==> config.mk <==
export PLATFORM = sky130hd
export DESIGN_NAME = data_merge
export DESIGN_NICKNAME = d
export VERILOG_FILES = /design/src/rtl/data_bus_pkg.sv /design/src/rtl/chan_fifo.sv /design/src/rtl/data_merge.sv
export SDC_FILE = /design/constraint.sdc
export NUM_CORES = 1
export LEC_CHECK = 0
export BUFFER_PORTS_ARGS = -buffer_cell sky130_fd_sc_hd__buf_2
export CAP_MARGIN = 20
export CELL_PAD_IN_SITES_DETAIL_PLACEMENT = 1
export CELL_PAD_IN_SITES_GLOBAL_PLACEMENT = 1
export CORE_ASPECT_RATIO = 0.5
export CORE_MARGIN = 3
export CORE_UTILIZATION = 25
export DETAILED_ROUTE_END_ITERATION = 8
export GPL_ROUTABILITY_DRIVEN = 1
export GPL_TIMING_DRIVEN = 0
export PLACE_DENSITY = 0.46
export SYNTH_ARGS = -nofsm -noshare
export SYNTH_HDL_FRONTEND = slang
export SYNTH_SLANG_ARGS = --single-unit
==> constraint.sdc <==
create_clock -name clk -period 2.4 [get_ports clk]
set_input_delay 0.12 -clock clk [delete_from_list [all_inputs] [get_ports clk]]
set_output_delay 0.12 -clock clk [all_outputs]
set_load 0.02 [all_outputs]
==> src/rtl/data_bus_pkg.sv <==
// Shared definitions for the two-channel merge onto the tagged 8-bit strobe bus.
// Holds payload width, channel tags and the output sequencer state encoding.
package data_bus_pkg;

  localparam int PAYLOAD_W = 7;
  localparam int WORD_W    = PAYLOAD_W + 1;

  localparam logic TAG_A = 1'b1;
  localparam logic TAG_B = 1'b0;

  typedef enum logic [1:0] {
    S_IDLE   = 2'd0,
    S_STROBE = 2'd1,
    S_GAP    = 2'd2
  } state_t;

  function automatic logic [WORD_W-1:0] tag_word(input logic tag,
                                                 input logic [PAYLOAD_W-1:0] payload);
    return {tag, payload};
  endfunction

endpackage

==> src/rtl/chan_fifo.sv <==
// Per-channel word buffer; head word visible combinationally, write lands one edge after accept.
// Push is ignored while full and pop is ignored while empty; push+pop together keep occupancy.
module chan_fifo
  import data_bus_pkg::*;
#(
  parameter int DEPTH = 4
) (
  input  logic                 clk,
  input  logic                 rst,
  input  logic                 i_push,
  input  logic [PAYLOAD_W-1:0] i_data,
  input  logic                 i_pop,
  output logic [PAYLOAD_W-1:0] o_data,
  output logic                 o_empty,
  output logic                 o_full
);

  localparam int AW = $clog2(DEPTH);
  localparam int CW = AW + 1;

  logic [PAYLOAD_W-1:0] r_mem [DEPTH];
  logic [AW-1:0]        r_wptr;
  logic [AW-1:0]        r_rptr;
  logic [CW-1:0]        r_count;

  logic w_push;
  logic w_pop;

  assign o_full  = (r_count == CW'(DEPTH));
  assign o_empty = (r_count == '0);
  assign w_push  = i_push && !o_full;
  assign w_pop   = i_pop && !o_empty;
  assign o_data  = r_mem[r_rptr];

  // Pointers are exactly log2(DEPTH) bits, so they wrap modulo DEPTH for free.
  always_ff @(posedge clk or posedge rst) begin
    if (rst) begin
      r_wptr  <= '0;
      r_rptr  <= '0;
      r_count <= '0;
    end else begin
      if (w_push) r_wptr <= r_wptr + AW'(1);
      if (w_pop)  r_rptr <= r_rptr + AW'(1);
      case ({w_push, w_pop})
        2'b10:   r_count <= r_count + CW'(1);
        2'b01:   r_count <= r_count - CW'(1);
        default: r_count <= r_count;
      endcase
    end
  end

  always_ff @(posedge clk) begin
    if (w_push) r_mem[r_wptr] <= i_data;
  end

endmodule

==> src/rtl/data_merge.sv <==
// Merges channels A and B onto a tagged strobe bus, round-robin, one strobe then GAP idle cycles.
// Word accepted on edge k strobes after edge k+1; x_ready drops only when that channel's buffer is full.
module data_merge
  import data_bus_pkg::*;
#(
  parameter int DEPTH = 4,
  parameter int GAP   = 1
) (
  input  logic                 clk,
  input  logic                 rst,
  input  logic [PAYLOAD_W-1:0] a_data,
  input  logic                 a_valid,
  output logic                 a_ready,
  input  logic [PAYLOAD_W-1:0] b_data,
  input  logic                 b_valid,
  output logic                 b_ready,
  output logic [WORD_W-1:0]    DATA,
  output logic                 data_sb,
  output logic                 busy
);

  localparam int GW = $clog2(GAP + 1);

  state_t               r_state;
  state_t               w_next;
  logic [GW-1:0]        r_gap_cnt;
  logic [WORD_W-1:0]    r_data;
  logic                 r_last_a;

  logic [PAYLOAD_W-1:0] w_head_a;
  logic [PAYLOAD_W-1:0] w_head_b;
  logic                 w_empty_a;
  logic                 w_empty_b;
  logic                 w_full_a;
  logic                 w_full_b;
  logic                 w_pop_a;
  logic                 w_pop_b;
  logic                 w_any;
  logic                 w_pick_a;
  logic                 w_launch;

  chan_fifo #(.DEPTH(DEPTH)) u_fifo_a (
    .clk     (clk),
    .rst     (rst),
    .i_push  (a_valid),
    .i_data  (a_data),
    .i_pop   (w_pop_a),
    .o_data  (w_head_a),
    .o_empty (w_empty_a),
    .o_full  (w_full_a)
  );

  chan_fifo #(.DEPTH(DEPTH)) u_fifo_b (
    .clk     (clk),
    .rst     (rst),
    .i_push  (b_valid),
    .i_data  (b_data),
    .i_pop   (w_pop_b),
    .o_data  (w_head_b),
    .o_empty (w_empty_b),
    .o_full  (w_full_b)
  );

  assign a_ready  = !w_full_a;
  assign b_ready  = !w_full_b;
  assign w_any    = !w_empty_a || !w_empty_b;
  // A wins when it is the only candidate or when B was granted last.
  assign w_pick_a = !w_empty_a && (w_empty_b || !r_last_a);

  always_comb begin
    w_next   = r_state;
    w_launch = 1'b0;
    case (r_state)
      S_IDLE: begin
        if (w_any) begin
          w_launch = 1'b1;
          w_next   = S_STROBE;
        end
      end
      S_STROBE: begin
        w_next = S_GAP;
      end
      S_GAP: begin
        // Launching straight from the last gap cycle keeps back-to-back spacing at exactly GAP.
        if (r_gap_cnt <= GW'(1)) begin
          if (w_any) begin
            w_launch = 1'b1;
            w_next   = S_STROBE;
          end else begin
            w_next = S_IDLE;
          end
        end
      end
      default: begin
        w_next = S_IDLE;
      end
    endcase
  end

  assign w_pop_a = w_launch && w_pick_a;
  assign w_pop_b = w_launch && !w_pick_a;

  always_ff @(posedge clk or posedge rst) begin
    if (rst) begin
      r_state   <= S_IDLE;
      r_gap_cnt <= '0;
      r_data    <= '0;
      r_last_a  <= TAG_B;
    end else begin
      r_state <= w_next;
      if (r_state == S_STROBE) begin
        r_gap_cnt <= GW'(GAP);
      end else if (r_state == S_GAP && r_gap_cnt != '0) begin
        r_gap_cnt <= r_gap_cnt - GW'(1);
      end
      if (w_launch) begin
        r_data   <= w_pick_a ? tag_word(TAG_A, w_head_a) : tag_word(TAG_B, w_head_b);
        r_last_a <= w_pick_a;
      end
    end
  end

  assign DATA    = r_data;
  assign data_sb = (r_state == S_STROBE);
  assign busy    = w_any || (r_state != S_IDLE);

endmodule

==> impl_metrics.py, run 1 <==
metrics = {
    "run_status": {
        "outcome": "complete, no violations",
    },
    "timing": {
        "worst_pin_slew_ns": 0.710,
        "fin_crit_ns": 2.34,
        "timing.fmax_mhz": 428,
        "finClkSkew_ns": 0.00699,
        "hold_violations": 0,
        "maxSlewViolCount": 0,
        "final.period_utilization_pct": 97.4,
        "max_slew_margin_pct": 52.7,
        "setup_viol_count_final": 0,
        "timing.setup.tns_ns": 0,
    },
    "synth": {
        "syn_nets": 219,
        "syn-instance-count": 189,
        "ys_seq_area_share_pct": 68.1,
        "synth_area_leaders": "edfxtp_1 (50%), dfrtp_1 (18%), mux4_2 (9.4%)",
        "synth_seq_cells": 80,
        "avgSynthCellArea_um2": 17.7,
        "synth_top_cell_by_area": "edfxtp_1",
        "ys_async_sr_fraction_pct": 30.0,
        "synth_warnings": 0,
        "synth.distinct_cells": 29,
        "netlist_area_um2": 3350,
        "synth_edf_count": 56,
        "synth_top_area_share_pct": 50.2,
        "synth_top_flop_cell": "edfxtp_1",
    },
    "power_and_ir_drop": {
        "ir_drop_mv": 0.320,
        "p_leak_nw": 1.62,
        "powerDensity_nw_per_um2": 1310,
    },
    "grt": {
        "antenna_found_initial": 0,
        "grt_usage_pct": 9.88,
        "gr-max-usage-layer": "met2",
        "grt_pass1_wl_um": 10900,
        "grtUsageMet1_pct": 12.2,
        "met3_usage_pct": 3.20,
        "gr-total-overflow": 0,
        "grt_pass1_vias": 1950,
        "use_met2_pct": 16.7,
        "grt_max_degree": 25,
    },
    "route": {
        "first_pass_iters": 5,
        "wl_per_cell_um": 16.7,
        "wl_um": 6920,
        "via_count": 1820,
        "viasPerCell": 4.39,
        "ant_nets": 0,
        "drc_errors": 0,
        "drt_iter0_markers": 61,
    },
    "setup_path": {
        "critical-path-max-stage-delay_ns": 0.39,
        "cp.arrival_ns": 2.59,
        "crit_path_start": "u_fifo_b.r_count[2]$_DFFE_PP0P_",
        "crit_slowest_cell": "dfrtp_1",
        "path_common_cell": "xor2_1",
        "cp_data_required_time_ns": 2.65,
        "r2r_setup_slack_ns": 0.06,
        "crit_path_end_kind": "register",
        "critical_path_class": "register to register",
        "crit_buf_inv": 2,
        "timing.rr.start": "u_fifo_b.r_count[2]$_DFFE_PP0P_",
        "crit_chain": "or3_4 > buf_6 > a211oi_4 > ha_2 > inv_1 > fa_2 > xor2_1 > nor2_1 > xor2_1",
        "path_max_fanout": 4,
        "start_kind": "register",
        "crit_family": "adder cells",
    },
    "floorplanning": {
        "die_y_um": 87.9,
        "start_util_pct": 26.0,
        "core_area_um2": 12900,
        "die_x_um": 170,
        "core.rowCount": 29,
        "die_area_um2": 14900,
        "io_pins": 30,
    },
    "place": {
        "place_inst": 388,
        "place_congestion": 0.671,
        "postPlaceCellArea_um2": 3710,
        "io_buffer_count": 29,
        "dp_hpwl_um": 4840,
    },
    "clock_network": {
        "cts-htree-levels": 3,
        "clk-insertion-delay-late_ns": 0.33,
        "clkSlewWorstSetupHoldPaths_ns": 0.06,
        "cts_root_buf": "clkbuf_16",
        "cts_tree": "yes",
        "cts_buffer_depth": 2,
        "cts_made_buffers": 9,
        "clkSinkCount": 80,
    },
    "job": {
        "maxCapViolCount": 0,
    },
    "layout": {
        "final_common_cell": "edfxtp_1",
        "nets": 270,
        "fillers": 1318,
        "area_growth_pct": 25.1,
        "n_antenna_cell": 0,
        "final_util_pct": 32.5,
        "seqCellArea_um2": 2280,
        "drive_gt1_share_pct": 31.8,
        "multi_input_area_um2": 985,
        "design_area_um2": 4190,
        "final_cell_mix": "edfxtp_1 (56), buf_2 (30), dfrtp_1 (24), inv_1 (17), mux4_2 (14)",
        "stdcell_count": 415,
    },
    "min_path": {
        "hp-class": "input pin to register",
        "min-delay-start": "b_data[5]",
    },
}
==> layer usage <==
layer	vias to the layer above	wire length (µm)	share of wire, %
met3	8	218	3.1
met1	961	3150	46
met2	25	3470	50
met4	0	82	1.2
li1	826	-	-
met5	-	0	0
==> logic make-up (layout without fill, tap and decap cells) <==
logic type,Yosys count,in the layout,share of synthesized area [%]
AOI/OAI and AO/OA,20,20,6.35
xor gates and xnor gates,12,12,3.14
adders and majority gates,12,12,4.93
buffers and inverters,27,83,3.25
DFF,80,80,68.1
muxes,18,18,10.7
and+or+nand+nor,20,20,3.58
==> power breakdown <==
part	switching, W	total, W	internal [W]	leakage [nW]
sequential	0.000215	0.00213	0.00191	0.798
clock	0.000545	0.00146	0.000916	0.149
combinational	0.00105	0.00192	0.000870	0.678
==> flip-flops by register name, summed over array words and instances, names as in the netlist <==
name              cells
DATA                  8
u_fifo_b.r_mem       28
u_fifo_a.r_mem       28
u_fifo_b.r_count      3
u_fifo_a.r_rptr       2
u_fifo_b.r_wptr       2
u_fifo_b.r_rptr       2
r_state               2
u_fifo_a.r_wptr       2
u_fifo_a.r_count      3
==> synth_stat cells, types with 3 or more instances <==
| cell | number |
|---|---|
| xnor2_1 | 7 |
| nor2_1 | 4 |
| mux4_2 | 14 |
| a221o_1 | 7 |
| buf_2 | 3 |
| o2111a_1 | 7 |
| edfxtp_1 | 56 |
| inv_1 | 17 |
| and3_1 | 8 |
| xor2_1 | 5 |
| clkbuf_1 | 4 |
| ha_1 | 10 |
| dfrtp_1 | 24 |
==> final timing paths <==
| kind | to | cells past startpoint |
|---|---|---|
| worst max-delay path | u_fifo_a.r_count[2]$_DFFE_PP0P_ | 9 |
| worst min-delay path | u_fifo_b.r_mem[0][5]$_DFFE_PP_ | 1 |
| worst max register to register | u_fifo_a.r_count[2]$_DFFE_PP0P_ | 9 |
| worst min register to register | r_state[1]$_DFFE_PP0P_ | 1 |
| max in group asynchronous | DATA[4]$_DFFE_PP0N_ | 4 |
| min in group asynchronous | u_fifo_a.r_wptr[0]$_DFFE_PP0P_ | 3 |
==> what timing repair did <==
item / in CTS / in global routing
hold buffers: 6 / 1
endpoints found under the setup margin: 4 / 3
pin swaps: 1 / 4
setup buffers: 1 / 3
resized for setup: 4 / 12
endpoints found under the hold margin: 23 / 24
==> metrics by stage <==
stage	hold slack, ns	total power [W]	setup slack, ns
5_1_grt	0.00106	0.00589	-0.0607
2_1_floorplan	0.135	0.00343	0.0141
3_3_place_gp	0.330	0.00393	-0.231
3_5_place_dp	0.342	0.00400	-0.283
6_report	0.0107	0.00551	0.0614
4_1_cts	0.00119	0.00554	0.0338
==> cell type report <==
class                      instances  share of cell area (%)
tap                              170                    5.07
buffer                             9                    1.31
clock buffer                      10                    5.46
clock inverter                     6                    2.21
multi-input combinational         82                    23.5
inverter                          17                    1.52
timing repair buffer              41                    6.51
sequential                        80                    54.4
No activity file was read; power rests on OpenSTA's default activity.
==> run 2, diff against run 1 <==
==> constraint.sdc (replaced) <==
create_clock -name clk -period 2.4 [get_ports clk]
set_input_delay 0.48 -clock clk [delete_from_list [all_inputs] [get_ports clk]]
set_output_delay 0.48 -clock clk [all_outputs]
set_load 0.02 [all_outputs]
==> run 2 against run 1 <==
Sequential power about the same. Global-route usage about the same. Hold slack better by 0.028 ns. First-iteration DRC count up 6.6%. Largest cell class unchanged. Sequential cell count unchanged. Via count down 0.82%. Setup slack worse by 0.025 ns. Clock-buffer cell count unchanged. Critical endpoint unchanged. Cell count down 1.2%. Highest routed layer unchanged. Register-to-register slack worse by 0.02 ns. Non-clock buffer count down 5.
==> impl_metrics.py, run 2 (same netlist as run 1, synthesis figures left out) <==
metrics = {
    "setup_path": {
        "cp.arrival_ns": 2.61,
        "start_kind": "register",
        "critical-path-max-stage-delay_ns": 0.42,
        "crit_buf_inv": 2,
        "crit_path_start": "u_fifo_b.r_count[2]$_DFFE_PP0P_",
        "crit_slowest_cell": "or3_4",
        "timing.rr.start": "u_fifo_b.r_count[2]$_DFFE_PP0P_",
        "cp_data_required_time_ns": 2.65,
        "path_common_cell": "xor2_1",
        "path_max_fanout": 3,
        "critical_path_class": "register to register",
        "crit_path_end_kind": "register",
        "crit_chain": "or3_4 > buf_6 > a211oi_4 > ha_2 > inv_2 > fa_2 > xor2_1 > nor2_1 > xor2_1",
        "crit_family": "adder cells",
    },
    "clock_network": {
        "cts_tree": "yes",
        "cts_hold_buffers": 0,
        "clkSinkCount": 80,
        "clk-insertion-delay-late_ns": 0.33,
        "clkSlewWorstSetupHoldPaths_ns": 0.06,
        "cts_buffer_depth": 2,
        "cts_root_buf": "clkbuf_16",
        "cts-htree-levels": 3,
        "cts_made_buffers": 9,
    },
    "floorplanning": {
        "io_pins": 30,
        "core.rowCount": 29,
        "start_util_pct": 26.0,
        "die_x_um": 170,
        "die_y_um": 87.9,
        "die_area_um2": 14900,
        "core_area_um2": 12900,
    },
    "route": {
        "drc_errors": 0,
        "first_pass_iters": 4,
        "wl_per_cell_um": 17.0,
        "ant_nets": 0,
        "viasPerCell": 4.40,
        "wl_um": 6980,
        "via_count": 1805,
        "drt_iter0_markers": 65,
    },
    "grt": {
        "antenna_found_initial": 0,
        "grt_max_degree": 25,
        "grt_pass1_wl_um": 10900,
        "gr-total-overflow": 0,
        "grt_pass1_vias": 1949,
        "grt_usage_pct": 9.91,
    },
    "timing": {
        "timing.setup.tns_ns": 0,
        "fin_crit_ns": 2.36,
        "timing.fmax_mhz": 423,
        "finClkSkew_ns": 0.00698,
        "setup_viol_count_final": 0,
        "worst_pin_slew_ns": 0.710,
        "whs_ns": 0.0386,
        "max_slew_margin_pct": 52.6,
        "maxSlewViolCount": 0,
        "final.period_utilization_pct": 98.5,
        "rsz0062_at_grt": "yes",
        "hold_violations": 0,
    },
    "power_and_ir_drop": {
        "total_power_w": 0.00553,
        "ir_drop_mv": 0.323,
        "p_leak_nw": 1.61,
        "powerDensity_nw_per_um2": 1330,
    },
    "place": {
        "io_buffer_count": 29,
        "place_inst": 388,
        "place_congestion": 0.671,
        "dp_hpwl_um": 4840,
        "postPlaceCellArea_um2": 3710,
    },
    "layout": {
        "nets": 265,
        "design_area_um2": 4150,
        "drive_gt1_share_pct": 34.2,
        "final_common_cell": "edfxtp_1",
        "final_cell_mix": "edfxtp_1 (56), buf_2 (29), dfrtp_1 (24), inv_1 (16), mux4_2 (14)",
        "n_antenna_cell": 0,
        "stdcell_count": 410,
        "area_growth_pct": 23.9,
    },
    "run_status": {
        "outcome": "complete, no violations",
    },
    "min_path": {
        "hp-class": "input pin to asynchronous set/reset pin",
    },
    "job": {
        "maxCapViolCount": 0,
    },
}
run 2: cell types whose count changed in the layout (fill, tap and decap cells not counted), sizes merged:
cell,delta
dlygate4sd3,-7
buf,+2
run 2: final cells by class:
type | count | area (µm²)
well taps | 170 | 213
clock buffers | 10 | 229
multi-input cells | 82 | 988
repair buffers | 37 | 235
inverters | 17 | 63.8
plain buffers | 8 | 47.5
flip-flops and latches | 80 | 2280
clock inverters | 6 | 92.6
fillers | 1319 | 8730
run 2: metrics by stage:
stage          utilization (%)  setup slack [ns]
6_report                  32.2            0.0365
5_1_grt                   32.2           -0.0777
4_1_cts                   31.7            0.0124
3_5_place_dp              28.8            -0.283
3_3_place_gp              28.8            -0.231
2_1_floorplan                -            0.0141
run 2: worst reg2reg max path, cell delays in order (launching register included):
cell      delay (ns)
dfrtp_1         0.39
or3_4           0.42
buf_6           0.14
a211oi_4        0.28
ha_2            0.25
inv_2           0.04
fa_2            0.32
xor2_1          0.15
nor2_1          0.14
xor2_1          0.16
run 2: power by group:
part / total, W / leakage [nW] / internal, W / switching (W)
logic: 0.00195 / 0.665 / 0.000884 / 0.00106
clock network: 0.00146 / 0.149 / 0.000916 / 0.000541
registers: 0.00213 / 0.798 / 0.00191 / 0.000216
total: 0.00553 / 1.61 / 0.00371 / 0.00182
run 2: metal layers:
| layer | up-vias | part of all wire [%] | track usage, % |
|---|---|---|---|
| li1 | 816 | - | - |
| met1 | 961 | 46 | 12.1 |
| met2 | 20 | 51 | 16.9 |
| met3 | 8 | 2.4 | 3.20 |
| met4 | 0 | 1.2 | 3.34 |
| met5 | - | 0 | 0 |
run 2: path summary, 6_finish.rpt:
check | to | slack (ns) | cells past startpoint
setup reg to reg | u_fifo_a.r_count[2]$_DFFE_PP0P_ | 0.04 | 9
hold / removal | u_fifo_a.r_wptr[0]$_DFFE_PP0P_ | 0.04 | 2
min in group clk | u_fifo_b.r_mem[1][3]$_DFFE_PP_ | 0.36 | 1
setup / recovery | u_fifo_a.r_count[2]$_DFFE_PP0P_ | 0.04 | 9
max in group asynchronous | DATA[6]$_DFFE_PP0N_ | 1.99 | 3
hold reg to reg | r_state[1]$_DFFE_PP0P_ | 0.46 | 1
run 2: repair_timing:
| action | CTS | global route |
|---|---|---|
| setup buffers | 3 | 4 |
| setup endpoints to repair | 5 | 3 |
| hold endpoints to repair | 0 | 0 |
| resized for setup | 10 | 8 |
| cloned | 0 | 0 |
| pin swaps | 2 | 6 |
